[src/rtl/encoder_speed_meter.sv]
// Quadrature encoder to signed angular velocity (rad/s, Q_WIDTH fraction bits), one window per update.
// Optional macro ENCODER_SPEED_FILTER_EN averages each published sample with the previous one.
module encoder_speed_meter #(
    parameter int N_WIDTH      = 17,
    parameter int Q_WIDTH      = 8,
    parameter int COUNT_WIDTH  = 16,
    parameter int SAMPLE_TICKS = 500000,
    parameter int K_GAIN       = 28595,
    parameter int K_SHIFT      = 8
) (
    input  logic               ENCODER_SPEED_CLOCK_50,
    input  logic               ENCODER_SPEED_Reset_InHigh,
    input  logic               ENCODER_SPEED_A_In,
    input  logic               ENCODER_SPEED_B_In,
    output logic [N_WIDTH-1:0] ENCODER_SPEED_W_OutBus,
    output logic               ENCODER_SPEED_VALID_Out,
    output logic               ENCODER_SPEED_ERR_Out
);

    localparam int TICK_W   = $clog2(SAMPLE_TICKS);
    localparam int PROD_W   = COUNT_WIDTH + 17;
    localparam int INT_BITS = N_WIDTH - Q_WIDTH;

    localparam logic signed [PROD_W-1:0] W_MAX = PROD_W'((2 ** (INT_BITS + Q_WIDTH - 1)) - 1);
    localparam logic signed [PROD_W-1:0] W_MIN = PROD_W'(-(2 ** (INT_BITS + Q_WIDTH - 1)));
    localparam logic signed [COUNT_WIDTH:0] CNT_MAX = (COUNT_WIDTH+1)'((2 ** (COUNT_WIDTH - 1)) - 1);
    localparam logic signed [COUNT_WIDTH:0] CNT_MIN = (COUNT_WIDTH+1)'(-(2 ** (COUNT_WIDTH - 1)));
    localparam logic signed [PROD_W-1:0] K_EXT = PROD_W'(K_GAIN);
    localparam logic [TICK_W-1:0] LAST_TICK = TICK_W'(SAMPLE_TICKS - 1);

    typedef enum logic [1:0] {S_COUNT, S_SCALE, S_PUBLISH} seqState_t;

    logic [1:0] syncA, syncB;
    logic [1:0] prevAb, curAb;
    logic signed [1:0] delta;
    logic illegal;

    logic [TICK_W-1:0] tick;
    logic windowEnd;
    logic signed [COUNT_WIDTH-1:0] edgeCount, nextCount, latchCount;
    logic signed [COUNT_WIDTH:0] countSum;

    logic signed [PROD_W-1:0] product, latchExt, shifted;
    logic signed [N_WIDTH-1:0] satCur, pubVal;
    seqState_t state;

    // Position around the 00->10->11->01 cycle; forward motion increments it mod 4.
    function automatic logic [1:0] grayIdx(input logic [1:0] ab);
        return {ab[0], ab[1] ^ ab[0]};
    endfunction

    assign curAb = {syncA[1], syncB[1]};

    always_comb begin
        delta   = 2'sd0;
        illegal = 1'b0;
        if (curAb != prevAb) begin
            if ((curAb ^ prevAb) == 2'b11)
                illegal = 1'b1;
            else if (grayIdx(curAb) == grayIdx(prevAb) + 2'd1)
                delta = 2'sd1;
            else
                delta = -2'sd1;
        end
    end

    // The delta decoded in the window-end cycle still belongs to the closing window.
    always_comb begin
        countSum = {edgeCount[COUNT_WIDTH-1], edgeCount}
                 + {{(COUNT_WIDTH-1){delta[1]}}, delta};
        if (countSum > CNT_MAX)
            nextCount = CNT_MAX[COUNT_WIDTH-1:0];
        else if (countSum < CNT_MIN)
            nextCount = CNT_MIN[COUNT_WIDTH-1:0];
        else
            nextCount = countSum[COUNT_WIDTH-1:0];
    end

    assign windowEnd = (tick == LAST_TICK);
    assign latchExt  = {{(PROD_W-COUNT_WIDTH){latchCount[COUNT_WIDTH-1]}}, latchCount};
    assign shifted   = product >>> K_SHIFT;

    always_comb begin
        if (shifted > W_MAX)
            satCur = W_MAX[N_WIDTH-1:0];
        else if (shifted < W_MIN)
            satCur = W_MIN[N_WIDTH-1:0];
        else
            satCur = shifted[N_WIDTH-1:0];
    end

`ifdef ENCODER_SPEED_FILTER_EN
    logic signed [N_WIDTH-1:0] satPrev;
    logic signed [N_WIDTH:0]   avgSum;

    // One guard bit keeps the sum of two saturated extremes from overflowing.
    assign avgSum = {satCur[N_WIDTH-1], satCur} + {satPrev[N_WIDTH-1], satPrev};
    assign pubVal = N_WIDTH'(avgSum >>> 1);

    always_ff @(posedge ENCODER_SPEED_CLOCK_50) begin
        if (ENCODER_SPEED_Reset_InHigh)
            satPrev <= '0;
        else if (state == S_PUBLISH)
            satPrev <= satCur;
    end
`else
    assign pubVal = satCur;
`endif

    always_ff @(posedge ENCODER_SPEED_CLOCK_50) begin
        if (ENCODER_SPEED_Reset_InHigh) begin
            syncA                   <= 2'b00;
            syncB                   <= 2'b00;
            prevAb                  <= 2'b00;
            tick                    <= '0;
            edgeCount               <= '0;
            latchCount              <= '0;
            product                 <= '0;
            state                   <= S_COUNT;
            ENCODER_SPEED_W_OutBus  <= '0;
            ENCODER_SPEED_VALID_Out <= 1'b0;
            ENCODER_SPEED_ERR_Out   <= 1'b0;
        end else begin
            syncA  <= {syncA[0], ENCODER_SPEED_A_In};
            syncB  <= {syncB[0], ENCODER_SPEED_B_In};
            prevAb <= curAb;

            if (illegal)
                ENCODER_SPEED_ERR_Out <= 1'b1;

            if (windowEnd) begin
                tick       <= '0;
                edgeCount  <= '0;
                latchCount <= nextCount;
            end else begin
                tick      <= tick + 1'b1;
                edgeCount <= nextCount;
            end

            ENCODER_SPEED_VALID_Out <= 1'b0;
            case (state)
                S_COUNT: begin
                    if (windowEnd)
                        state <= S_SCALE;
                end
                S_SCALE: begin
                    product <= latchExt * K_EXT;
                    state   <= S_PUBLISH;
                end
                S_PUBLISH: begin
                    ENCODER_SPEED_W_OutBus  <= pubVal;
                    ENCODER_SPEED_VALID_Out <= 1'b1;
                    state                   <= S_COUNT;
                end
                default: state <= S_COUNT;
            endcase
        end
    end

endmodule

[config.mk]
export PLATFORM = sky130hd
export DESIGN_NAME = encoder_speed_meter
export DESIGN_NICKNAME = d
export VERILOG_FILES = /design/src/rtl/encoder_speed_meter.sv
export SDC_FILE = /design/constraint.sdc
export NUM_CORES = 1
export LEC_CHECK = 0
export CORE_MARGIN = 1
export CORE_UTILIZATION = 25
export CTS_CLUSTER_DIAMETER = 80
export CTS_CLUSTER_SIZE = 16
export DETAILED_ROUTE_END_ITERATION = 7
export PLACE_DENSITY = 0.42
export SLEW_MARGIN = 20
export SYNTH_ARGS = -nofsm -noshare
export SYNTH_HDL_FRONTEND = slang
export SYNTH_SLANG_ARGS = --single-unit
[constraint.sdc]
create_clock -name ENCODER_SPEED_CLOCK_50 -period 6.05 [get_ports ENCODER_SPEED_CLOCK_50]
set_input_delay 0.605 -clock ENCODER_SPEED_CLOCK_50 [delete_from_list [all_inputs] [get_ports ENCODER_SPEED_CLOCK_50]]
set_output_delay 0.605 -clock ENCODER_SPEED_CLOCK_50 [all_outputs]
set_load 0.05 [all_outputs]
==> impl_metrics.toml <==
[outcome]
run_status = "completed"

[place]
dp.cells = 1700
dpl_cell_area_mm2 = 0.0115
dp_hpwl_um = 21900
gp_congestion = 0.844
portBuffers = 22

[floorplan]
die-height_um = 208
io_pins = 23
dieArea_mm2 = 0.0432
core_mm2 = 0.0419
initial_core_util_pct = 25.3
die_x_um = 208
row_count = 75

[timing]
setup_viol = 0
tightest_slew_ns = 1.01
fin_tns_setup_ns = 0
maxSlewHeadroom_pct = 32.9
finalCritPeriodShare_pct = 95.1
period_minus_slack_ns = 5.76
maxSlewViolCount = 0
fin_skew_ns = 0.0113
rsz0062_at_grt = "no"
max_freq_mhz = 174
finalHoldViolCount = 0

[routing]
vias_per_cell = 4.44
via_count = 7617
dr.pass1.iters = 4
wl_um = 25700
wire_per_inst_um = 15.0
drc_errors = 0
drtIter0Drc = 362
ant_nets = 0

[critical_path]
endpoint_kind = "flip-flop"
cp-start-kind = "flip-flop"
cp.arrival_ns = 6.05
path_class = "flip-flop to flip-flop"
reg2reg_depth = 16
crit_required_ns = 6.34
critPathMaxFanout = 8

[synth]
syn-num-nets = 1418
synthDistinctLibCells = 74
yosysSeqAreaShare_pct = 19.3
ys.warnings.count = 0
ys_ff_latch = 102
netlist_area_mm2 = 0.0106
synth_edf_count = 0
syn_inst = 1142
syn_avg_cell_area_um2 = 9.28
synthFlopType = "dfxtp_1"
async_reset_ff_share_pct = 0

[clock_tree]
cts_tree = "yes"
clk_pin_slew_worst_paths_ns = 0.07
hold_buffers = 0
cts_root_buffer = "clkbuf_16"
htree_levels = 3
clk_latency_ns = 0.37
clock_sinks = 102
cts_max_path_buffers = 2
post_cts_buffers = 0
cts_buffers = 9

[power_and_ir_drop]
total_power_mw = 1.87
ir_drop_uv = 102
p_leak_nw = 5.84
p_per_area_mw_per_mm2 = 158

[final_layout]
regArea_mm2 = 0.00205
nets = 1448
syn_to_final_growth_pct = 11.9
fin_area_mm2 = 0.0119
antennaDiodeCount = 0
layout-drive-gt1-share_pct = 6.72
final_cells = 1715
utilization_pct = 28.3
fill_cells = 4525
multi_input_area_mm2 = 0.00771

[worst_hold_path]
hold_depth = 1
hp-class = "flip-flop to flip-flop"

[global_route]
grt_pass1_vias = 7859
antenna_found_initial = 0
grt_usage_pct = 12.4
overflow = 0
grt_pass1_wl_um = 42600
grt_max_degree = 49

[job]
drv_cap = 0
-- synthesized netlist by cell type (all sizes together) (2+ instances only) --
cell	number	share of area [%]
o221ai	4	0.39
or3	7	0.41
inv	190	6.7
nand2	77	2.7
nor2	67	2.4
o21ai	64	3.2
maj3	9	0.86
and3	11	0.67
o21a	4	0.28
a21oi	77	3.6
a32oi	2	0.17
o31a	2	0.18
mux2i	6	0.60
or2	3	0.18
dfxtp	102	19
nand4	11	0.65
buf	11	0.64
o211ai	12	0.85
clkbuf	20	0.80
a211oi	6	0.52
a31o	2	0.17
a21o	26	1.9
a31oi	7	0.55
xor2	36	3.0
nand3	21	0.99
nor4	3	0.18
a32o	2	0.19
a21boi	2	0.14
o21bai	2	0.14
a22o	2	0.17
o22ai	8	0.47
ha	141	17
nor3	9	0.58
nand2b	5	0.30
fa	131	25
nor2b	11	0.65
xnor2	23	1.9
and2	5	0.30
-- cells by family after synthesis --
family,synth area share [%]
AO/OA/AOI/OAI,14.0
XOR/XNOR,4.88
adder cells (fa/ha/maj),42.3
buffers and inverters,8.17
flip-flops,19.3
multiplexers,0.708
AND/OR/NAND/NOR,10.7
-- layout make-up --
cell class,instances,share of cell area (%)
repair buffers,50,3.59
well taps,539,5.69
inverters,190,6.01
clock inverters,4,0.274
multi-input cells,819,65.0
flip-flops and latches,102,17.3
clock buffers,11,2.13
-- layer usage --
metal	up-vias	track usage [%]	share of wire, %
li1	3842	-	-
met1	3684	17.5	51
met2	76	20.1	46
met3	15	1.69	2.3
met4	0	2.25	0.82
met5	-	0	0
-- final timing paths --
kind	slack, ns	endpoint	from
worst max-delay path	0.29	product[28]	latchCount[12]
worst max register to register	0.29	product[28]	latchCount[12]
worst min register to register	0.44	syncA[1]	syncA[0]
worst min-delay path	0.44	syncA[1]	syncA[0]
-- where the power goes --
part           total [mW]  switching [mW]  internal [mW]
clock               0.570           0.269          0.301
combinational       0.569           0.355          0.214
sequential          0.736          0.0180          0.718
-- worst max-delay path, stage by stage, from the launching register on --
cell,delay [ns]
dfxtp_1,0.55
fa_1,0.50
fa_1,0.59
fa_1,0.46
fa_1,0.54
fa_1,0.56
inv_1,0.06
fa_1,0.52
inv_1,0.04
ha_1,0.40
nand3_1,0.11
o221ai_1,0.21
a21oi_1,0.11
o221ai_2,0.28
a221oi_4,0.14
or4b_1,0.51
o211ai_1,0.10
-- layout by cell type, fill, tap and decap left out, types with 3 or more instances in the layout --
master           count
fa_1               131
a21o_1              24
or3_1                7
a21oi_1             76
nor3_1               7
clkbuf_16            9
o21ai_1              7
clkdlybuf4s50_1     21
inv_1              190
o211ai_1            12
and2_1               5
o22ai_1              8
dfxtp_2              5
o221ai_1             3
buf_4               28
a31oi_1              6
a211oi_1             4
nand2_1             77
xnor2_1             23
o21a_1               4
nand4_1             11
mux2i_1              5
dfxtp_1             97
nor2_1              67
nand2b_1             5
nand3_1             21
and3_1               9
or2_2                3
maj3_1               8
nor2b_1             11
o21ai_0             54
ha_1               141
xor2_1              35
nor4_1               3
-- sequential cells by signal, summed over array words and instances (netlist names) --
name,count
ENCODER_SPEED_ERR_Out,1
ENCODER_SPEED_VALID_Out,1
ENCODER_SPEED_W_OutBus,17
edgeCount,16
latchCount,16
prevAb,2
product,24
state,2
syncA,2
syncB,2
tick,19
-- through the flow --
| step | worst slack [ns] | hold WS [ns] |
|---|---|---|
| after CTS | 0.179 | 0.447 |
| after detailed placement | 0.180 | 0.431 |
| final | 0.295 | 0.443 |
| after floorplan | 0.192 | 0.414 |
| after global placement | 0.185 | 0.430 |
| after global routing | 0.0223 | 0.469 |
-- what timing repair did --
action                                  CTS  global route
endpoints found under the setup margin    0             7
hold endpoints to repair                  0             0
resized for setup                         0             8
No activity file was read; power rests on OpenSTA's default activity.
